### src/rtl/seg7_pkg.sv
// Shared constants for the 4-digit seven-segment scan multiplexer.
package seg7_pkg;
  localparam int NUM_DIGITS = 4;
  localparam logic [6:0] SEG_BLANK = 7'b1111111;

  // Active-low {g,f,e,d,c,b,a} patterns for nibbles 0..F.
  localparam logic [6:0] HEX_SEG [16] = '{
    7'b1000000, 7'b1111001, 7'b0100100, 7'b0110000,
    7'b0011001, 7'b0010010, 7'b0000010, 7'b1111000,
    7'b0000000, 7'b0010000, 7'b0001000, 7'b0000011,
    7'b1000110, 7'b0100001, 7'b0000110, 7'b0001110
  };

  typedef enum logic {BLANK = 1'b0, DRIVE = 1'b1} state_t;
endpackage

### src/rtl/hex_seg7_dec.sv
// Combinational nibble to active-low seven-segment decode.
module hex_seg7_dec
  import seg7_pkg::*;
(
  input  logic [3:0] nibble,
  output logic [6:0] seg
);
  assign seg = HEX_SEG[nibble];
endmodule

### src/rtl/seg7_scan_mux.sv
// Time-multiplexed 4-digit display driver with dark gaps between digits.
// Optional leading-zero suppression: define SEG7_LZ_BLANK_EN.
module seg7_scan_mux
  import seg7_pkg::*;
#(
  parameter int SCAN_DIV  = 1000,
  parameter int BLANK_CYC = 8
) (
  input  logic        clk,
  input  logic        reset_n,
  input  logic [15:0] value,
  input  logic        load,
  input  logic [3:0]  digit_en,
  output logic [6:0]  seg,
  output logic [3:0]  an,
  output logic        frame_done
);
  localparam logic [15:0] DRV_LAST = 16'(SCAN_DIV - 1);
  localparam logic [15:0] BLK_LAST = 16'(BLANK_CYC - 1);

  state_t      state, state_nxt;
  logic [15:0] cnt, cnt_nxt;
  logic [1:0]  idx, idx_nxt;
  logic [15:0] shadow;
  logic [3:0]  cur_nib;
  logic [6:0]  dec_seg;
  logic        drive_entry, frame_end, show;

  always_ff @(posedge clk or negedge reset_n)
    if (!reset_n)  shadow <= '0;
    else if (load) shadow <= value;

  always_comb begin
    state_nxt   = state;
    cnt_nxt     = cnt + 16'd1;
    idx_nxt     = idx;
    drive_entry = 1'b0;
    frame_end   = 1'b0;
    case (state)
      BLANK: if (cnt == BLK_LAST) begin
        state_nxt   = DRIVE;
        cnt_nxt     = '0;
        drive_entry = 1'b1;
      end
      DRIVE: if (cnt == DRV_LAST) begin
        state_nxt = BLANK;
        cnt_nxt   = '0;
        idx_nxt   = idx + 2'd1;
        frame_end = (idx == 2'd3);
      end
      default: begin
        state_nxt = BLANK;
        cnt_nxt   = '0;
      end
    endcase
  end

  // The digit nibble is frozen at DRIVE entry so mid-digit loads don't tear.
  always_ff @(posedge clk or negedge reset_n)
    if (!reset_n) begin
      state   <= BLANK;
      cnt     <= '0;
      idx     <= '0;
      cur_nib <= '0;
    end else begin
      state <= state_nxt;
      cnt   <= cnt_nxt;
      idx   <= idx_nxt;
      if (drive_entry) cur_nib <= shadow[{idx, 2'b00} +: 4];
    end

`ifdef SEG7_LZ_BLANK_EN
  logic sup, sup_nxt;

  // Digit k>0 goes dark when it and every higher nibble are zero.
  always_comb begin
    sup_nxt = 1'b0;
    case (idx)
      2'd1:    sup_nxt = (shadow[15:4]  == 12'h000);
      2'd2:    sup_nxt = (shadow[15:8]  == 8'h00);
      2'd3:    sup_nxt = (shadow[15:12] == 4'h0);
      default: sup_nxt = 1'b0;
    endcase
  end

  always_ff @(posedge clk or negedge reset_n)
    if (!reset_n)         sup <= 1'b0;
    else if (drive_entry) sup <= sup_nxt;

  assign show = (state == DRIVE) && digit_en[idx] && !sup;
`else
  assign show = (state == DRIVE) && digit_en[idx];
`endif

  hex_seg7_dec u_dec (
    .nibble (cur_nib),
    .seg    (dec_seg)
  );

  always_ff @(posedge clk or negedge reset_n)
    if (!reset_n) begin
      an         <= 4'b1111;
      seg        <= SEG_BLANK;
      frame_done <= 1'b0;
    end else begin
      an         <= show ? ~(4'b0001 << idx) : 4'b1111;
      seg        <= show ? dec_seg : SEG_BLANK;
      frame_done <= frame_end;
    end
endmodule

### config.mk
export PLATFORM = sky130hd
export DESIGN_NAME = seg7_scan_mux
export DESIGN_NICKNAME = d
export VERILOG_FILES = /design/src/rtl/seg7_pkg.sv /design/src/rtl/hex_seg7_dec.sv /design/src/rtl/seg7_scan_mux.sv
export SDC_FILE = /design/constraint.sdc
export NUM_CORES = 1
export LEC_CHECK = 0
export CAP_MARGIN = 10
export CORE_ASPECT_RATIO = 0.75
export CORE_UTILIZATION = 38
export CTS_BUF_LIST = sky130_fd_sc_hd__clkbuf_8
export DETAILED_ROUTE_END_ITERATION = 6
export SYNTH_ARGS = -nofsm -noshare
export SYNTH_HDL_FRONTEND = slang
export SYNTH_HIERARCHICAL = 1
export SYNTH_SLANG_ARGS = --single-unit
export TNS_END_PERCENT = 10
### constraint.sdc
create_clock -name clk -period 2 [get_ports clk]
set_clock_uncertainty 0.1 [all_clocks]
set_input_delay 0.4 -clock clk [delete_from_list [all_inputs] [get_ports clk]]
set_output_delay 0.4 -clock clk [all_outputs]
set_load 0.01 [all_outputs]
-- Yosys cells after proc, flatten, opt, wreduce, memory -nomap -nowiden
Memories as Yosys holds them, arrays and structs flattened.
Cells that the tools add are included.
- add/sub/neg operators: 2
- $lt $le $gt $ge: 2
- equal/unequal tests: 3
- shift operators: 2
- muxes and demuxes: 15
- bitwise logic cells: 3
- reduce and logical (&&, ||, !) cells: 2
- operator list (cell ; number):
    $mux W16 ; 2
    $pmux W16 S2 ; 1
    $mux W7 ; 3
    $add A16 B1 Y16 const B ; 1
    $eq A16 B10 Y1 const B ; 1
    $eq A16 B3 Y1 const B ; 1
    $shiftx A16 B5 Y4 ; 1
    $mux W1 ; 6
    $ge A5 B5 Y1 const B ; 1
    $not A4 Y5 ; 1
    $mux W4 ; 1
    $not A4 Y4 ; 1
    $shl A1 B2 Y4 const A ; 1
    $lt A2 B3 Y1 const B ; 1
    $add A2 B1 Y2 const B ; 1
    $bmux W1 S2 ; 1
    $eq A2 B2 Y1 const B ; 1
    $pmux W1 S2 ; 1
    $reduce_and A2 Y1 ; 1
    $logic_and A1 B1 Y1 ; 1
    $not A1 Y1 ; 1
- flip-flop bits (word level): 51
- memory bits (read-only): 112
- bits of input ports: 23
- output and inout bits: 12
- logic and storage cells: 38
- memories kept: 1
- memories (memory ; words ; bits a word ; read ports ; clocked after Yosys merged registers in ; wr ports ; RTL line ; RTL):
    (name not given) ; 16 ; 7 ; 1 ; 0 ; 0 ; hex_seg7_dec.sv:8 ; assign seg = HEX_SEG[nibble];

-- Longest topological paths before layout
Gate-level depths: netlist of run 1.
- depth after elaboration: 5
- mapped depth: 6
- gate-level depth less buffers: 6

-- Hierarchy
Netlist of run 1, hierarchy kept.
- modules (own cells, without submodules) (module ; times used ; cells an instance ; area an instance (um^2) ; sequential area each (um^2)):
    seg7_scan_mux ; 1 ; 164 ; 2254.7 ; 1290.0
    hex_seg7_dec ; 1 ; 35 ; 247.7 ; 0.0

-- Worst setup path after synthesis of run 1
Ideal clock, no wire load.
- kind: register to register
- start point: reg cnt[0]
- end point: reg cur_nib[0]
- library setup time: 0.125 ns
- arrival time: 1.421 ns
- data required time: 1.775 ns
- setup slack: 0.354 ns
- cell stages (with the launch flop): 6
- buffers on the path: 0
- clock period less this slack: 1.646 ns
- path through: dfrtp_1 -> ha_1 -> and4bb_2 -> nand3_4 -> nor2_4 -> mux2_2
- cells in the longest elaborated chain, start to end: 3
- RTL lines (item ; RTL line ; RTL):
    start: declaration ; seg7_scan_mux.sv:22 ; logic [15:0] cnt, cnt_nxt;
    start signal: assignment ; seg7_scan_mux.sv:67 ; cnt <= cnt_nxt;
    $eq A16 B3 Y1 ; seg7_scan_mux.sv:40 ; BLANK: if (cnt == BLK_LAST) begin
    $mux W1 ; seg7_scan_mux.sv:40 ;
    $mux W1 ; seg7_scan_mux.sv:39 ; case (state)
    end signal: assignment ; seg7_scan_mux.sv:69 ; if (drive_entry) cur_nib <= shadow[{idx, 2'b00} +: 4];
    end: declaration ; seg7_scan_mux.sv:25 ; logic [3:0] cur_nib;
Every way passes these cells.
A chain may end at the register's enable or synchronous reset.

-- Worst setup path in the final report of run 1
- start point: reg seg[6]
- end point: out seg[6]
- RTL lines (item ; RTL line ; RTL):
    start: declaration ; seg7_scan_mux.sv:14 ; output logic [6:0] seg,
    start signal: assignment ; seg7_scan_mux.sv:107 ; seg <= show ? dec_seg : SEG_BLANK;
No word-level cell between the ends.

==> results.py, run 1 <==
metrics = {
    "die": {
        "die_y_um": 72.3,
        "core-area_um2": 6320,
        "die-area_um2": 6920,
        "core.rowCount": 25,
        "dieWidth_um": 95.7,
        "ios": 35,
        "initial_core_util_pct": 39.6,
    },
    "synthesis": {
        "ys_types": 43,
        "synth_area_um2": 2500,
        "syn-instance-count": 199,
        "postSynthAreaPerCell_um2": 12.6,
        "ys_warn_count": 6,
        "synthFlopType": "dfrtp_1",
        "synth.yosys.seq_area_share_pct": 51.6,
        "async_flop_share_pct": 100,
        "synth_edf_count": 0,
        "synth_nets": 234,
        "ys_seq_elements": 51,
    },
    "power_and_ir_drop": {
        "vdd_ir_drop_max_uv": 318,
        "leakagePower_nw": 1.22,
        "power.density_nw_per_um2": 699,
        "p_int_mw": 1.64,
        "clkPwrFrac_pct": 34.2,
        "pwr-share-seq_pct": 53.7,
        "p_sw_uw": 485,
        "comb_power_share_pct": 12.1,
        "switching_share_pct": 22.8,
    },
    "layout": {
        "fillers": 584,
        "antenna_cells": 0,
        "fin_nets": 273,
        "drive_gt1_share_pct": 25.9,
        "layoutNonFillerInstCount": 320,
        "area_growth_pct": 21.5,
    },
    "timing": {
        "relSlewSlack_pct": 66.4,
        "finalHoldViolCount": 0,
        "timing.final.crit_share_pct": 92.6,
        "post-route-min-period_ns": 1.85,
        "rsz0062_at_grt": "false",
        "slew_violations": 0,
        "setup_tns_ns": 0,
        "max_slew.worst_pin.slew_ns": 0.504,
        "setup_viol": 0,
        "fmax_mhz": 540,
    },
    "drt": {
        "drtIter0Drc": 53,
        "totalWireLength_mm": 4.12,
        "wl_met3_um": 211,
        "wire_per_inst_um": 12.9,
        "drt-pass1-iter-count": 4,
        "wl_met1_mm": 2.27,
        "dr_total_vias": 1522,
        "drc": 0,
        "vias_per_cell": 4.76,
        "wl_met2_mm": 1.59,
        "routed.top_layer": "met4",
        "ant_nets": 0,
    },
    "setup_path": {
        "end_kind": "output pin",
        "path_buf_inv": 1,
        "crit_slowest_cell": "dfstp_2",
        "max_stage_delay_ns": 0.53,
        "rr_endpoint": "cur_nib[2]",
        "cp.arrival_ns": 1.35,
        "crit_fanout": 1,
        "r2r_slack_ns": 0.22,
        "r2r_cells": 5,
        "cp_cell_sequence": "clkdlybuf4s50_1",
        "crit_type": "reg -> out",
        "cp-start-kind": "flop",
        "r2r_start": "cnt[0]",
        "cp_data_required_time_ns": 1.50,
        "worst_path_dominant_cell_family": "flip-flops",
    },
    "placed_design": {
        "dp_cells": 311,
        "place_congestion": 0.728,
        "dp_hpwl_mm": 3.15,
        "port_buffers": 34,
    },
    "global_routing": {
        "antenna_found_initial": 0,
        "grt_max_degree": 24,
        "first_global_vias": 1514,
        "overflow": 0,
        "track_usage_pct": 14.0,
        "grt_pass1_wl_mm": 7.35,
    },
    "job": {
        "drv_cap": 0,
    },
    "worst_hold_path": {
        "min_from": "cnt[0]",
        "hp-class": "reg -> reg",
        "hold_end": "cnt[0]",
        "min_path_cells": 1,
    },
    "clock_network": {
        "cts_tree": "built",
        "clock-root-buffer": "clkbuf_8",
        "clk_latency_ns": 0.30,
        "clock_path_buffers": 2,
        "h-tree-depth": 2,
        "postCtsSetupRepairBufs": 0,
        "numCtsBuffers": 5,
        "clk_pin_slew_ns": 0.09,
        "cts_sinks": 51,
    },
    "outcome": {
        "status": "finished clean",
    },
}
cells by family (layout without fill, tap and decap cells):
family	Yosys count	count (layout)	synth area share, %
xor gates and xnor gates	15	15	5.25
DFF	51	51	51.6
adders and majority gates	12	12	6.00
and+or+nand+nor	66	66	15.5
AOI/OAI and AO/OA	14	14	3.80
buffers and inverters	13	53	3.10
muxes	28	28	14.8
layout by cell type, fill, tap and decap left out, types with 6 or more instances in the layout:
cell type and instances:
dfrtp_1 40, clkdlybuf4s50_1 33, mux2_2 21, nand2_1 18, nor2_1 13, ha_1 12, xnor2_1 11, dfstp_2 11
nand4_1 6, inv_1 6
synthesized netlist by cell type, types with 2 or more instances:
| master | count | area, um2 |
|---|---|---|
| buf_2 | 2 | 10.0 |
| dfstp_2 | 11 | 289 |
| nand2_1 | 18 | 67.6 |
| nand4_1 | 6 | 37.5 |
| o21ai_1 | 2 | 10.0 |
| o22ai_1 | 2 | 12.5 |
| mux4_2 | 5 | 113 |
| mux2_2 | 21 | 236 |
| nand2b_1 | 5 | 31.3 |
| nor2_4 | 2 | 22.5 |
| xnor2_1 | 11 | 96.3 |
| nor3_1 | 2 | 10.0 |
| nand3_1 | 5 | 25.0 |
| inv_1 | 6 | 22.5 |
| buf_6 | 3 | 33.8 |
| nand2b_2 | 3 | 26.3 |
| dfrtp_1 | 40 | 1000 |
| o21ai_0 | 3 | 15.0 |
| xor2_1 | 4 | 35.0 |
| nor2_1 | 13 | 48.8 |
| ha_1 | 12 | 150 |
| nor4_1 | 2 | 12.5 |
stage by stage:
step	setup slack (ns)	hold slack, ns	util [%]	cell area (um2)	power (mW)
finish	0.149	0.366	48.1	3040	2.12
global route	0.0754	0.408	48.1	3040	2.23
CTS	0.128	0.365	48.1	3040	2.16
detailed placement	0.0891	0.295	46.1	2910	1.42
global placement	0.0872	0.286	46.1	2910	1.42
floorplan	0.354	0.00441	-	2500	1.30
power by group through the flow:
stage / Clock [mW] / Combinational (mW) / Sequential [mW]
floorplan: 0 / 0.144 / 1.15
global placement: 0 / 0.256 / 1.16
detailed placement: 0 / 0.259 / 1.16
CTS: 0.754 / 0.262 / 1.14
global route: 0.789 / 0.287 / 1.15
finish: 0.726 / 0.257 / 1.14
worst max-delay path by stage:
stage | start | endpoint | slack [ns] | cells past startpoint
final | seg[6] | seg[6] | 0.15 | 1
after global routing | cnt[0] | cur_nib[2] | 0.08 | 5
after CTS | seg[6] | seg[6] | 0.13 | 1
after detailed placement | digit_en[3] | seg[1] | 0.09 | 4
after global placement | digit_en[0] | seg[3] | 0.09 | 4
after floorplan | cnt[0] | cur_nib[0] | 0.35 | 5
routing by layer:
layer,up-vias,global-route usage (%)
li1,768,-
met1,710,22.1
met2,38,18.4
met3,6,3.46
met4,0,4.48
met5,-,0
registers in the layout, indices dropped and copies added, names as in the netlist:
register,flops
cur_nib,4
an,4
seg,7
state,1
cnt,16
shadow,16
idx,2
frame_done,1
area by class of cell:
cell class	instances	area [um2]	area share [%]
Inverter	6	22.5	0.741
Clock inverter	3	47.5	1.56
Timing Repair Buffer	39	375	12.3
Sequential cell	51	1290	42.4
Clock buffer	5	68.8	2.26
Multi-Input combinational cell	135	1130	37.3
Tap cell	81	101	3.33
repair_timing:
item / CTS / global route
hold buffers: 1 / 0
gates resized for setup: 0 / 0
endpoints found under the hold margin: 10 / 0
Power figures use the tool's default switching activity.
==> run 2: changes to the inputs <==
Settings changed: CTS_CLUSTER_DIAMETER set to 120.
==> results of run 2 <==
No change in the layout: final DEF, timing and power equal those of run 1.
==> run 3: changes to the inputs <==
Settings changed: REMOVE_ABC_BUFFERS set to 1.
==> run 3 against run 2 <==
  * Routed wire length fell by 1.6%
  * Largest power group unchanged
  * Non-clock buffer count fell by 1
  * Global-route usage fell by 0.68 points
  * Die area did not move
==> results.py, run 3 (synthesis results as in run 1) <==
metrics = {
    "setup_path": {
        "r2r_cells": 5,
        "crit_slowest_cell": "dfstp_2",
        "r2r_slack_ns": 0.24,
        "rr_endpoint": "cur_nib[3]",
        "cp_data_required_time_ns": 1.50,
        "end_kind": "output pin",
        "crit_start": "an[1]",
        "path_buf_inv": 1,
        "cp_num_cells": 1,
        "worst_path_dominant_cell_family": "flip-flops",
        "crit_fanout": 1,
        "cp_cell_sequence": "clkdlybuf4s50_1",
        "cp-endpoint": "an[1]",
        "crit_type": "reg -> out",
        "max_stage_delay_ns": 0.53,
        "cp.arrival_ns": 1.35,
        "r2r_start": "cnt[0]",
        "cp-start-kind": "flop",
    },
    "timing": {
        "slew_violations": 0,
        "post-route-min-period_ns": 1.85,
        "finalHoldViolCount": 0,
        "setup_tns_ns": 0,
        "timing.final.crit_share_pct": 92.7,
        "relSlewSlack_pct": 65.3,
        "rsz0062_at_grt": "false",
        "max_slew.worst_pin.slew_ns": 0.520,
        "fmax_mhz": 539,
        "setup_viol": 0,
        "holdWs_ns": 0.371,
    },
    "drt": {
        "drc": 0,
        "vias_per_cell": 4.75,
        "drt-pass1-iter-count": 4,
        "drtIter0Drc": 46,
        "wire_per_inst_um": 12.7,
        "totalWireLength_mm": 4.05,
        "dr_total_vias": 1515,
        "ant_nets": 0,
    },
    "layout": {
        "reg_top3": "cnt (16), shadow (16), seg (7)",
        "drive_gt1_share_pct": 25.6,
        "fin_nets": 272,
        "fin_area_um2": 3030,
        "layout_commonest_cell": "dfrtp_1",
        "final_cell_mix": "dfrtp_1 (40), clkdlybuf4s50_1 (33), mux2_2 (21)",
        "ff_latch_area_um2": 1290,
        "antenna_cells": 0,
        "multi_input_area_um2": 1130,
        "final_util_pct": 47.9,
        "area_growth_pct": 21.0,
        "fillers": 581,
    },
    "power_and_ir_drop": {
        "vdd_ir_drop_max_uv": 321,
        "power.density_nw_per_um2": 669,
        "fin_total_pwr_mw": 2.03,
        "leakagePower_nw": 1.20,
    },
    "global_routing": {
        "first_global_vias": 1387,
        "track_usage_pct": 13.3,
        "gr-max-usage-layer": "met1",
        "grtUsageMet1_pct": 22.0,
        "grtUsageMet3_pct": 3.77,
        "met2_usage_pct": 16.6,
        "antenna_found_initial": 0,
        "grt_pass1_wl_mm": 6.98,
        "grt_max_degree": 30,
        "overflow": 0,
    },
    "placed_design": {
        "place_congestion": 0.810,
        "port_buffers": 34,
        "placed_area_um2": 2920,
        "dp_hpwl_mm": 3.08,
    },
    "die": {
        "ios": 35,
        "die_y_um": 72.3,
        "dieWidth_um": 95.7,
        "die-area_um2": 6920,
        "core-area_um2": 6320,
        "initial_core_util_pct": 39.6,
        "core.rowCount": 25,
    },
    "worst_hold_path": {
        "hp-class": "reg -> reg",
    },
    "clock_network": {
        "clk_latency_ns": 0.30,
        "cts_tree": "built",
        "cts_sinks": 51,
        "h-tree-depth": 2,
        "postCtsSetupRepairBufs": 0,
        "clock_path_buffers": 2,
        "clk_pin_slew_ns": 0.10,
        "numCtsBuffers": 5,
        "clock-root-buffer": "clkbuf_8",
    },
    "outcome": {
        "status": "finished clean",
    },
    "job": {
        "drv_cap": 0,
    },
}
[run 3: worst min-delay path by stage]
stage               to    start  depth (start not counted)
6_report        cnt[0]   cnt[0]                          1
2_1_floorplan   cnt[0]  reset_n                          0
4_1_cts         cnt[0]   cnt[0]                          1
3_3_place_gp   cnt[12]  reset_n                          1
5_1_grt         cnt[0]   cnt[0]                          1
3_5_place_dp   cnt[10]  reset_n                          1
[run 3: stage by stage]
step | std cells | setup WS, ns
after floorplan | 192 | 0.354
after global placement | 310 | 0.128
after detailed placement | 310 | 0.118
after CTS | 319 | 0.130
after global routing | 319 | 0.0833
final | 319 | 0.145
[run 3: repair_timing]
action / in CTS / in global routing
hold buffers: 1 / 0
hold endpoints to repair: 11 / 0
endpoints found under the setup margin: 0 / 0
resized for setup: 0 / 0
[run 3: layer usage]
layer	vias up	wire length, um
li1	762	-
met1	715	2250
met2	36	1550
met3	2	238
met4	0	19
met5	-	0
[run 3: area by class of cell]
class	instances	area share, %
Sequential cell	51	42.6
Multi-Input combinational cell	135	37.5
Timing Repair Buffer	38	12.6
Tap cell	81	3.35
Clock buffer	6	2.73
Inverter	6	0.744
Clock inverter	2	0.537
[run 3: power breakdown]
group,switching (mW),internal [mW]
combinational,0.0991,0.161
clock,0.341,0.283
sequential,0.0411,1.10
